<file path="config.mk">
export PLATFORM = sky130hd
export DESIGN_NAME = ram_lane_banked
export DESIGN_NICKNAME = d
export VERILOG_FILES = /design/src/rtl/ram_pkg.sv /design/src/rtl/ram_lane.sv /design/src/rtl/ram_lane_banked.sv
export SDC_FILE = /design/constraint.sdc
export NUM_CORES = 1
export LEC_CHECK = 0
export CORE_ASPECT_RATIO = 0.9
export CORE_MARGIN = 4
export CORE_UTILIZATION = 50
export CTS_BUF_LIST = sky130_fd_sc_hd__clkbuf_8
export CTS_CLUSTER_DIAMETER = 40
export DETAILED_ROUTE_END_ITERATION = 6
export PLACE_DENSITY = 0.82
export SETUP_SLACK_MARGIN = 0.3
export SYNTH_ARGS = -nofsm -noshare
export SYNTH_HDL_FRONTEND = slang
export SYNTH_SLANG_ARGS = --single-unit
</file>
<file path="constraint.sdc">
create_clock -name clk -period 1.6 [get_ports clk]
set_clock_uncertainty 0.2 [all_clocks]
set_input_delay 0.32 -clock clk [delete_from_list [all_inputs] [get_ports clk]]
set_output_delay 0.32 -clock clk [all_outputs]
set_load 0.1 [all_outputs]
</file>
<file path="src/rtl/ram_pkg.sv">
// ---------------------------------------------------------------------------
// ram_pkg
// Shared definitions for the banked single-port RAM:
//   stateT  - controller states (INIT clear-sweep, IDLE serving requests)
//   laneLsb - bit offset of a lane slice inside the full data word
// ---------------------------------------------------------------------------
package ram_pkg;

  // INIT zeroes the array one word per cycle; IDLE serves requests.
  typedef enum logic {
    INIT = 1'b0,
    IDLE = 1'b1
  } stateT;

  // Lane k occupies bits [k*laneW +: laneW] of the data word.
  function automatic int laneLsb(input int lane, input int laneW);
    return lane * laneW;
  endfunction

endpackage

</file>
<file path="src/rtl/ram_lane.sv">
// ---------------------------------------------------------------------------
// ram_lane
// One LANE_W x 2**ADDR_W storage slice. The write is synchronous. The read
// is combinational here because the parent registers the whole word once,
// which keeps every lane aligned to a single read latency.
// Ports:
//   clk  - rising-edge clock
//   we   - write enable for this lane
//   addr - word address (already muxed between sweep pointer and request)
//   din  - lane write data
//   dout - lane contents at addr
// ---------------------------------------------------------------------------
module ram_lane #(
  parameter int ADDR_W = 2,
  parameter int LANE_W = 8
) (
  input  logic              clk,
  input  logic              we,
  input  logic [ADDR_W-1:0] addr,
  input  logic [LANE_W-1:0] din,
  output logic [LANE_W-1:0] dout
);

  localparam int DEPTH = 2 ** ADDR_W;

  logic [LANE_W-1:0] r_mem [DEPTH];

  // The array has no reset; the parent's clear-sweep zeroes it through the
  // normal write path, so this maps onto plain RAM macros or LUT RAM.
  always_ff @(posedge clk) begin
    if (we) begin
      r_mem[addr] <= din;
    end
  end

  assign dout = r_mem[addr];

endmodule

</file>
<file path="src/rtl/ram_lane_banked.sv">
// ---------------------------------------------------------------------------
// ram_lane_banked
// Parametrised single-port RAM built from LANES byte-lane slices that share
// one address. It has per-lane write enables and a registered read with a
// one-cycle valid pulse. After every reset, a clear-sweep writes zero to
// each word before the first request is accepted.
// Ports:
//   clk      - rising-edge clock
//   clr      - asynchronous active-high reset
//   req      - request strobe, taken when ready is high
//   rw       - 1 = write, 0 = read
//   addr     - word address
//   be       - per-lane write enable (writes only)
//   data_in  - write data, lane k at [k*LANE_W +: LANE_W]
//   data_out - registered read data, holds between reads
//   valid    - pulses the cycle after an accepted read
//   ready    - request is accepted this cycle
//   busy     - clear-sweep in progress
// ---------------------------------------------------------------------------
module ram_lane_banked
  import ram_pkg::*;
#(
  parameter int ADDR_W = 2,
  parameter int LANES  = 2,
  parameter int LANE_W = 8
) (
  input  logic                     clk,
  input  logic                     clr,
  input  logic                     req,
  input  logic                     rw,
  input  logic [ADDR_W-1:0]        addr,
  input  logic [LANES-1:0]         be,
  input  logic [LANES*LANE_W-1:0]  data_in,
  output logic [LANES*LANE_W-1:0]  data_out,
  output logic                     valid,
  output logic                     ready,
  output logic                     busy
);

  localparam int DATA_W = LANES * LANE_W;

  stateT             r_state;
  stateT             w_nextState;
  logic [ADDR_W-1:0] r_sweepPtr;
  logic [DATA_W-1:0] r_dataOut;
  logic [DATA_W-1:0] w_rdWord;
  logic              r_valid;
  logic              w_ready;
  logic              w_busy;
  logic              w_accept;
  logic              w_wrAccept;
  logic              w_rdAccept;
  logic              w_sweeping;

  // Next-state and status decode. The sweep leaves INIT on the cycle the
  // pointer reaches the last word (all ones); that final zero write still
  // happens because the lane write enables depend only on r_state.
  always_comb begin
    w_nextState = r_state;
    w_ready     = 1'b0;
    w_busy      = 1'b0;
    case (r_state)
      INIT: begin
        w_busy = 1'b1;
        if (r_sweepPtr == '1) begin
          w_nextState = IDLE;
        end
      end
      IDLE: begin
        w_ready = 1'b1;
      end
      default: begin
        w_nextState = INIT;
      end
    endcase
  end

  assign w_sweeping = (r_state == INIT);
  assign w_accept   = req & w_ready;
  assign w_wrAccept = w_accept & rw;
  assign w_rdAccept = w_accept & ~rw;

  // State register and sweep pointer. The pointer restarts from zero on
  // every reset, so a sweep cut short by reset always runs in full.
  always_ff @(posedge clk or posedge clr) begin
    if (clr) begin
      r_state    <= INIT;
      r_sweepPtr <= '0;
    end else begin
      r_state <= w_nextState;
      if (w_sweeping) begin
        r_sweepPtr <= r_sweepPtr + 1'b1;
      end
    end
  end

  // Read register. valid tracks accepted reads cycle by cycle, so it stays
  // high through back-to-back reads. data_out changes only on a read.
  always_ff @(posedge clk or posedge clr) begin
    if (clr) begin
      r_dataOut <= '0;
      r_valid   <= 1'b0;
    end else begin
      r_valid <= w_rdAccept;
      if (w_rdAccept) begin
        r_dataOut <= w_rdWord;
      end
    end
  end

  // One slice per lane. During the sweep, every lane writes zero at the
  // pointer. Otherwise each lane takes the request address and writes only
  // when its byte enable is set on an accepted write.
  for (genvar k = 0; k < LANES; k++) begin : g_lane
    localparam int LSB = laneLsb(k, LANE_W);

    logic              w_laneWe;
    logic [ADDR_W-1:0] w_laneAddr;
    logic [LANE_W-1:0] w_laneDin;

    assign w_laneWe   = w_sweeping | (w_wrAccept & be[k]);
    assign w_laneAddr = w_sweeping ? r_sweepPtr : addr;
    assign w_laneDin  = w_sweeping ? '0 : data_in[LSB +: LANE_W];

    ram_lane #(
      .ADDR_W (ADDR_W),
      .LANE_W (LANE_W)
    ) u_lane (
      .clk  (clk),
      .we   (w_laneWe),
      .addr (w_laneAddr),
      .din  (w_laneDin),
      .dout (w_rdWord[LSB +: LANE_W])
    );
  end

  assign data_out = r_dataOut;
  assign valid    = r_valid;
  assign ready    = w_ready;
  assign busy     = w_busy;

endmodule
</file>
==> results.json, run 1 <==
{
  "netlist-cell-type-count": 31,
  "drive_above_1_share": 0.5083,
  "synth_seq_cells": 84,
  "p_per_area_mw_per_mm2": 993.6,
  "wl_per_cell_um": 18.54,
  "grt.overflow.total": 0,
  "synth_area_sq_mm": 0.003301,
  "final_common_cell": "edfxtp_1",
  "setup_violations": 70,
  "drv_cap": 0,
  "status": "finished, violations left",
  "ant_nets": 0,
  "antenna_found_initial": 0,
  "synth_top_area_frac": 0.5823,
  "numCtsBuffers": 9,
  "critPathSlowestCell": "dfrtp_4",
  "crit_path_max_fanout": 8,
  "setup_slack_ns": -0.2441,
  "required_ns": 1.42,
  "synth.yosys.seq_area_share": 0.7339,
  "tightest_slew_ns": 0.3205,
  "period_needed_ns": 1.844,
  "cts_max_level": 3,
  "max_freq_mhz": 542.3,
  "fp.coreArea_sq_mm": 0.006250,
  "placedInstanceArea_sq_mm": 0.004330,
  "dp_slack_ns": -0.6264,
  "rsz0062_at_grt": "yes",
  "pin_count": 43,
  "clockRootBuffer": "clkbuf_8",
  "syn-num-nets": 230,
  "die_width_um": 93.65,
  "fin_area_sq_mm": 0.004937,
  "die_h_um": 85.08,
  "ir_drop_v": 0.0008573,
  "path_buf_inv": 1,
  "grt_pass1_wl_mm": 11.40,
  "gp_congestion": 0.7812,
  "final_cell_mix": "edfxtp_1, nand2_1, buf_6, buf_12, clkdlybuf4s50_1",
  "clk_latency_ns": 0.34,
  "cts_tree": "yes",
  "io_buffer_count": 42,
  "vias_per_cell": 5.223,
  "dr.pass1.iters": 4,
  "path_cells": "buf_6, nor3b_4, nor2_4, nor2_4",
  "min_period_over_period": 1.153,
  "hold_slack_ns": 0.1146,
  "cts_sinks": 84,
  "cpMostUsedCell": "nor2_4",
  "die_area_sq_mm": 0.007967,
  "grt_max_degree": 21,
  "drt_wl_total_mm": 7.231,
  "final_nets": 323,
  "num_rows": 27,
  "yosys_warnings": 0,
  "relSlewSlack": 0.7863,
  "dr.first_iter.drc_count": 155,
  "dp_hpwl_mm": 4.675,
  "max_stage_delay_ns": 0.53,
  "syn_area_per_cell_sq_um": 16.10,
  "design_power_total_mw": 4.906,
  "vias": 2037,
  "final_util": 0.7900,
  "synth.largest_area_cell": "edfxtp_1",
  "hold_viol": 0,
  "drc": 0,
  "grt_use_total": 0.1941,
  "hold_path_class": "input pin to asynchronous set/reset pin",
  "arrival_ns": 1.66,
  "worst_setup_path_start_kind": "register",
  "yosys-top-cells-area": "edfxtp_1, dfrtp_1, mux4_2, nand2_1, and2_1",
  "slew_violations": 0,
  "path_clk_slew_ns": 0.08,
  "grt_pass1_vias": 2247,
  "synth_cells": 205,
  "hold_buffers": 0,
  "violations": "setup timing",
  "critPathKind": "register to register",
  "initial_core_util": 0.5281,
  "p_leak_nw": 1.848,
  "syn_to_final_growth_pct": 49.58,
  "cts.path.max_buffers": 2,
  "critPathTopFamily": "simple AND/OR/NAND/NOR gates",
  "worstSetupEndpointType": "register",
  "diodes": 0
}
metrics by stage:
stage / TNS, ns / std cells
after CTS: -10.19 / 386
final: -13.54 / 390
after global routing: -17.47 / 390
after detailed placement: -45.94 / 359
after global placement: -42.43 / 359
after floorplan: -42.79 / 205
kinds of logic (layout without fill, tap and decap cells):
kind of cell / after synthesis / after routing / synth area share
AOI/OAI and AO/OA: 9 / 9 / 0.01706
xor gates and xnor gates: 1 / 1 / 0.002654
adders and majority gates: 1 / 1 / 0.003790
buffers and inverters: 12 / 110 / 0.02009
DFF: 84 / 84 / 0.7339
muxes: 17 / 17 / 0.1065
and+or+nand+nor: 81 / 81 / 0.1160
repair_timing:
action / CTS / global route
endpoints found under the hold margin: 0 / 0
endpoints found under the setup margin: 166 / 158
setup buffers: 11 / 4
pin swaps: 9 / 5
resized for setup: 44 / 26
final cells by class:
class | count | area, sq um
clock buffers | 9 | 123.9
flip-flops and latches | 84 | 2450
clock inverters | 7 | 60.06
inverters | 3 | 17.52
fillers | 320 | 1313
well taps | 87 | 108.9
repair buffers | 91 | 1155
multi-input cells | 109 | 1022
synthesized netlist by cell type, drive strengths merged:
master / n
buf: 8
nand2: 39
and3b: 2
nor2: 16
mux2i: 1
o21ai: 2
mux4: 14
clkbuf: 1
xnor2: 1
nor3: 1
mux2: 2
nor3b: 2
dfrtp: 20
a221oi: 1
a21oi: 2
edfxtp: 64
inv: 3
a41oi: 1
a31oi: 3
nand3: 1
or2: 2
ha: 1
and2: 16
nand3b: 1
and3: 1
report_power, final:
part	internal (mW)	switching, mW	leakage [nW]
clock	0.702	0.708	0.101
sequential	2.43	0.0618	0.799
combinational	0.410	0.599	0.948
total	3.54	1.37	1.85
routing by layer:
layer	wire length (um)	GRT usage	vias up
met5	0	0	-
met4	79	0.04987	0
met3	427	0.07092	10
met2	3879	0.3279	74
met1	2844	0.2382	1014
li1	-	-	939
sequential cells by signal (all words and copies together), names as in the netlist:
signal	flops
data_out	16
g_lane.u_lane.r_mem	64
r_state	1
r_sweepPtr	2
valid	1
worst register-to-register path, cell delays in order (launching register included):
cell and delay, ns:
dfrtp_4 0.53, buf_6 0.16, nor3b_4 0.29, nor2_4 0.08, nor2_4 0.26
path summary, 6_finish.rpt:
check | startpoint | endpoint | slack, ns | cells after the start
max in group asynchronous | clr | r_state$_DFF_PP0_ | 0.83 | 3
setup / recovery | r_state$_DFF_PP0_ | g_lane[0].u_lane.r_mem[2][2]$_DFFE_PP_ | -0.24 | 4
setup reg to reg | r_state$_DFF_PP0_ | g_lane[0].u_lane.r_mem[2][2]$_DFFE_PP_ | -0.24 | 4
min in group clk | data_out[10]$_DFFE_PP0P_ | data_out[10]$_DFFE_PP0P_ | 0.32 | 2
hold reg to reg | data_out[10]$_DFFE_PP0P_ | data_out[10]$_DFFE_PP0P_ | 0.32 | 2
hold / removal | clr | data_out[4]$_DFFE_PP0P_ | 0.11 | 3
No activity file was read; power rests on OpenSTA's default activity.
==> run 2, diff against run 1 <==
- GPL_TIMING_DRIVEN: not set -> 1
- clock period: 1.6 -> 1.65 ns (I/O delays scaled with it)
==> run 2 against run 1 <==
Net effect:
- the run still ends with setup timing left
- worst setup slack gained 0.067 ns
- register-to-register slack gained 0.07 ns
- final cell count grew 0.51%
- via count grew 3.1%
- combinational power is essentially flat
==> results.json, run 2 (same netlist as run 1, synthesis figures left out) <==
{
  "max_freq_mhz": 547.2,
  "drive_above_1_share": 0.5213,
  "critPathTopFamily": "simple AND/OR/NAND/NOR gates",
  "design_power_total_mw": 4.654,
  "dr.pass1.iters": 4,
  "dr.first_iter.drc_count": 160,
  "worst_setup_path_start_kind": "register",
  "ant_nets": 0,
  "p_sw_mw": 1.335,
  "grt.overflow.total": 0,
  "max_stage_delay_ns": 0.52,
  "r2r_slack_ns": -0.18,
  "die_width_um": 93.65,
  "final_nets": 326,
  "cts_tree": "yes",
  "final_common_cell": "edfxtp_1",
  "dp_hpwl_mm": 4.440,
  "worstSetupEndpointType": "register",
  "rr_endpoint": "g_lane[0].u_lane.r_mem[2][3]$_DFFE_PP_",
  "crit_start": "r_state$_DFF_PP0_",
  "grt_use_total": 0.2032,
  "die_h_um": 85.08,
  "cpMostUsedCell": "nor2_4",
  "grt_max_degree": 21,
  "p_leak_nw": 1.872,
  "gp_congestion": 0.7749,
  "p_clk_frac": 0.267,
  "clockRootBuffer": "clkbuf_8",
  "reg2regPathDepth": 4,
  "drv_cap": 0,
  "pwr-share-comb": 0.214,
  "power_frac_seq": 0.519,
  "final_cell_mix": "edfxtp_1, nand2_1, buf_4, buf_12, buf_6",
  "cts_sinks": 84,
  "ir_drop_v": 0.0006046,
  "setup_slack_ns": -0.1774,
  "tightest_slew_ns": 0.3659,
  "arrival_ns": 1.66,
  "grt_pass1_wl_mm": 11.79,
  "setup_violations": 73,
  "reg2reg_from": "r_state$_DFF_PP0_",
  "top_register": "g_lane.u_lane.r_mem",
  "drt_wl_total_mm": 7.486,
  "crit_cells": 4,
  "hold_viol": 0,
  "drc": 0,
  "hold_slack_ns": 0.1131,
  "vias": 2101,
  "antenna_found_initial": 0,
  "fp.coreArea_sq_mm": 0.006250,
  "endpoint": "g_lane[0].u_lane.r_mem[2][3]$_DFFE_PP_",
  "die_area_sq_mm": 0.007967,
  "critPathKind": "register to register",
  "hold_path_class": "input pin to asynchronous set/reset pin",
  "critPathSlowestCell": "dfrtp_4",
  "vias_per_cell": 5.360,
  "num_rows": 27,
  "io_buffer_count": 42,
  "path_cells": "buf_4, nor3b_4, nor2_4, nor2_4",
  "status": "finished, violations left",
  "crit_path_max_fanout": 8,
  "slew_violations": 0,
  "violations": "setup timing",
  "syn_to_final_growth_pct": 48.98,
  "required_ns": 1.48,
  "period_needed_ns": 1.827,
  "numCtsBuffers": 9,
  "p_int_mw": 3.319,
  "pin_count": 43,
  "cts.path.max_buffers": 2,
  "cts_max_level": 3,
  "min_period_over_period": 1.108,
  "path_clk_slew_ns": 0.08,
  "clk_latency_ns": 0.36,
  "path_buf_inv": 1,
  "wl_per_cell_um": 19.10,
  "sw_frac_of_total": 0.2869,
  "rsz0062_at_grt": "yes",
  "initial_core_util": 0.5281,
  "diodes": 0,
  "largest_reg_flops": 64,
  "relSlewSlack": 0.7542,
  "p_per_area_mw_per_mm2": 946.5,
  "grt_pass1_vias": 2245
}
[run 2: cell types whose count changed in the layout (fill, tap and decap cells not counted), sizes merged]
cell and delta:
buf +3, bufinv -1, clkbuf +1, clkdlybuf4s15 -1
clkinvlp -1, dlygate4sd2 +1
[run 2: area by class of cell]
type,count,area [sq um]
clock inverter,5,21.27
fill,331,1333
timing repair buffer,94,1146
tap,87,108.9
sequential,84,2447
inverter,3,22.52
multi-input combinational,109,1033
clock buffer,10,137.6
[run 2: worst min path at each step]
stage | slack [ns] | to | depth (start not counted) | start
after floorplan | 0.09 | r_state$_DFF_PP0_ | 1 | clr
after global placement | 0.30 | data_out[11]$_DFFE_PP0P_ | 2 | data_out[11]$_DFFE_PP0P_
after detailed placement | 0.31 | data_out[6]$_DFFE_PP0P_ | 2 | data_out[6]$_DFFE_PP0P_
after CTS | 0.12 | data_out[11]$_DFFE_PP0P_ | 3 | clr
after global routing | 0.14 | data_out[11]$_DFFE_PP0P_ | 3 | clr
final | 0.11 | data_out[8]$_DFFE_PP0P_ | 3 | clr
[run 2: metal layers]
metal  routed length (um)  part of all wire  GRT usage  vias up
li1                     -                 -          -      945
met1                 3103              0.41     0.2527     1059
met2                 3839              0.51     0.3396       78
met3                  359             0.048    0.03812       19
met4                  183             0.024     0.1063        0
met5                    0                 0          0        -
[run 2: timing repair]
item / CTS / global route
gates resized for setup: 57 / 15
endpoints found under the setup margin: 146 / 152
endpoints found under the hold margin: 0 / 0
pin swaps: 7 / 6
buffers inserted: 14 / 4
hold buffers: 0 / 0
[run 2: through the flow]
step / worst slack (ns) / instances / util / instance area (sq um) / TNS, ns
after floorplan: -0.6195 / 205 / - / 3401 / -39.55
after global placement: -0.5520 / 359 / 0.6929 / 4330 / -38.93
after detailed placement: -0.6120 / 359 / 0.6929 / 4330 / -41.20
after CTS: -0.1599 / 388 / 0.7726 / 4828 / -6.508
after global routing: -0.2048 / 392 / 0.7868 / 4917 / -10.85
final: -0.1774 / 392 / 0.7868 / 4917 / -7.911
[run 2: power by group through the flow]
stage	Combinational (mW)	Clock, mW	Sequential (mW)
4_1_cts	0.970	1.23	2.41
3_5_place_dp	0.915	0	2.46
6_report	0.997	1.24	2.41
5_1_grt	1.03	1.34	2.42
3_3_place_gp	0.902	0	2.46
2_1_floorplan	0.169	0	2.81
[run 2: worst min-delay path, stage by stage]
cell and delay [ns]:
clkdlybuf4s50_1 0.40, inv_1 0.05, buf_4 0.29
==> run 3, diff against run 2 <==
- MAX_ROUTING_LAYER: not set -> met4
==> run 3 against run 2 <==
Net effect:
- the run still ends with setup timing left
- combinational power barely moved
- clock power barely moved
- utilization did not move
- highest routed layer unchanged
==> results.json, run 3 (same netlist as run 1, synthesis figures left out) <==
{
  "status": "finished, violations left",
  "violations": "setup timing",
  "vias_per_cell": 5.329,
  "dp_slack_ns": -0.6120,
  "setup_tns_ns": -7.546,
  "drive_above_1_share": 0.5213,
  "hold_viol": 0,
  "rsz0062_at_grt": "yes",
  "die_width_um": 93.65,
  "num_rows": 27,
  "cts_sinks": 84,
  "critPathKind": "register to register",
  "slew_violations": 0,
  "final_nets": 326,
  "grt_use_total": 0.2094,
  "grt_pass1_wl_mm": 11.79,
  "diodes": 0,
  "dp_hpwl_mm": 4.440,
  "required_ns": 1.57,
  "tightest_slew_ns": 0.3659,
  "grt.overflow.total": 0,
  "dr.pass1.iters": 7,
  "max_freq_mhz": 549.9,
  "top_register": "g_lane.u_lane.r_mem",
  "die_h_um": 85.08,
  "numCtsBuffers": 9,
  "path_clk_slew_ns": 0.08,
  "final_cells": 392,
  "dpl.cell_count": 359,
  "worst_setup_path_start_kind": "register",
  "min_period_over_period": 1.102,
  "fp.coreArea_sq_mm": 0.006250,
  "max_stage_delay_ns": 0.52,
  "arrival_ns": 1.74,
  "cts.path.max_buffers": 2,
  "io_buffer_count": 42,
  "p_per_area_mw_per_mm2": 944.7,
  "final_common_cell": "edfxtp_1",
  "design_power_total_mw": 4.645,
  "grt_max_degree": 21,
  "fillers": 331,
  "vias": 2089,
  "relSlewSlack": 0.7542,
  "setup_violations": 73,
  "clk_latency_ns": 0.35,
  "pin_count": 43,
  "cts_tree": "yes",
  "drt_wl_total_mm": 7.457,
  "hold_buffers": 0,
  "die_area_sq_mm": 0.007967,
  "crit_path_max_fanout": 8,
  "ir_drop_v": 0.0006021,
  "initial_core_util": 0.5281,
  "gp_congestion": 0.7854,
  "dr.first_iter.drc_count": 168,
  "worstSetupEndpointType": "register",
  "p_leak_nw": 1.872,
  "syn_to_final_growth_pct": 48.98,
  "cts_max_level": 3,
  "wl_per_cell_um": 19.02,
  "cpMostUsedCell": "nor2_4",
  "critPathSlowestCell": "dfrtp_4",
  "period_needed_ns": 1.818,
  "ant_nets": 0,
  "grt_pass1_vias": 2245,
  "drv_cap": 0,
  "clockRootBuffer": "clkbuf_8",
  "setup_slack_ns": -0.1685,
  "largest_reg_flops": 64,
  "drc": 0,
  "final_cell_mix": "edfxtp_1, nand2_1, buf_4, buf_12, buf_6",
  "hold_path_class": "input pin to asynchronous set/reset pin",
  "antenna_found_initial": 0,
  "path_cells": "buf_4, buf_6, and3b_2, nor2_4, nor2_4, buf_12"
}
## run 3: area by class of cell
type,count,area [sq um],area share
clock buffers,10,137.6,0.02799
clock inverters,5,21.27,0.004326
inverters,3,22.52,0.004580
multi-input cells,109,1033,0.2102
flip-flops and latches,84,2447,0.4977
well taps,87,108.9,0.02214
repair buffers,94,1146,0.2331
## run 3: repair_timing
item	in CTS	in global routing
gates resized for setup	57	15
setup endpoints to repair	146	152
pin swaps	7	6
buffers inserted	14	4
## run 3: path summary, 6_finish.rpt
kind | slack, ns | endpoint | startpoint | depth (start not counted)
min in group clk | 0.32 | data_out[6]$_DFFE_PP0P_ | data_out[6]$_DFFE_PP0P_ | 2
min reg2reg | 0.32 | data_out[6]$_DFFE_PP0P_ | data_out[6]$_DFFE_PP0P_ | 2
min | 0.12 | data_out[8]$_DFFE_PP0P_ | clr | 3
max reg2reg | -0.17 | g_lane[1].u_lane.r_mem[2][6]$_DFFE_PP_ | r_state$_DFF_PP0_ | 6
max in group asynchronous | 0.87 | r_state$_DFF_PP0_ | clr | 3
max | -0.17 | g_lane[1].u_lane.r_mem[2][6]$_DFFE_PP_ | r_state$_DFF_PP0_ | 6
## run 3: power breakdown
part | leakage, nW | switching [mW] | internal [mW] | total (mW)
Sequential | 0.803 | 0.0613 | 2.35 | 2.41
Combinational | 0.977 | 0.589 | 0.408 | 0.997
Clock | 0.0919 | 0.676 | 0.559 | 1.23
Total | 1.87 | 1.33 | 3.32 | 4.65
## run 3: metal layers
layer  global-route usage  up-vias  part of all wire
met5                    -        -                 0
met4               0.1063        0             0.025
li1                     -      945                 -
met3              0.03635       19             0.049
met1               0.2539     1048              0.41
met2               0.3396       77              0.51
## run 3: critical path, delay by kind of cell, from the launching register on
family                 cells  cell delay [ns]
buffers and inverters      3             0.43
and+or+nand+nor            3             0.43
DFF                        1             0.52
## run 3: through the flow
stage	hold slack, ns	util	instance area, sq um
2_1_floorplan	0.09266	-	3401
4_1_cts	0.1232	0.7726	4828
5_1_grt	0.1428	0.7868	4917
3_5_place_dp	0.3066	0.6929	4330
6_report	0.1196	0.7868	4917
3_3_place_gp	0.3042	0.6929	4330
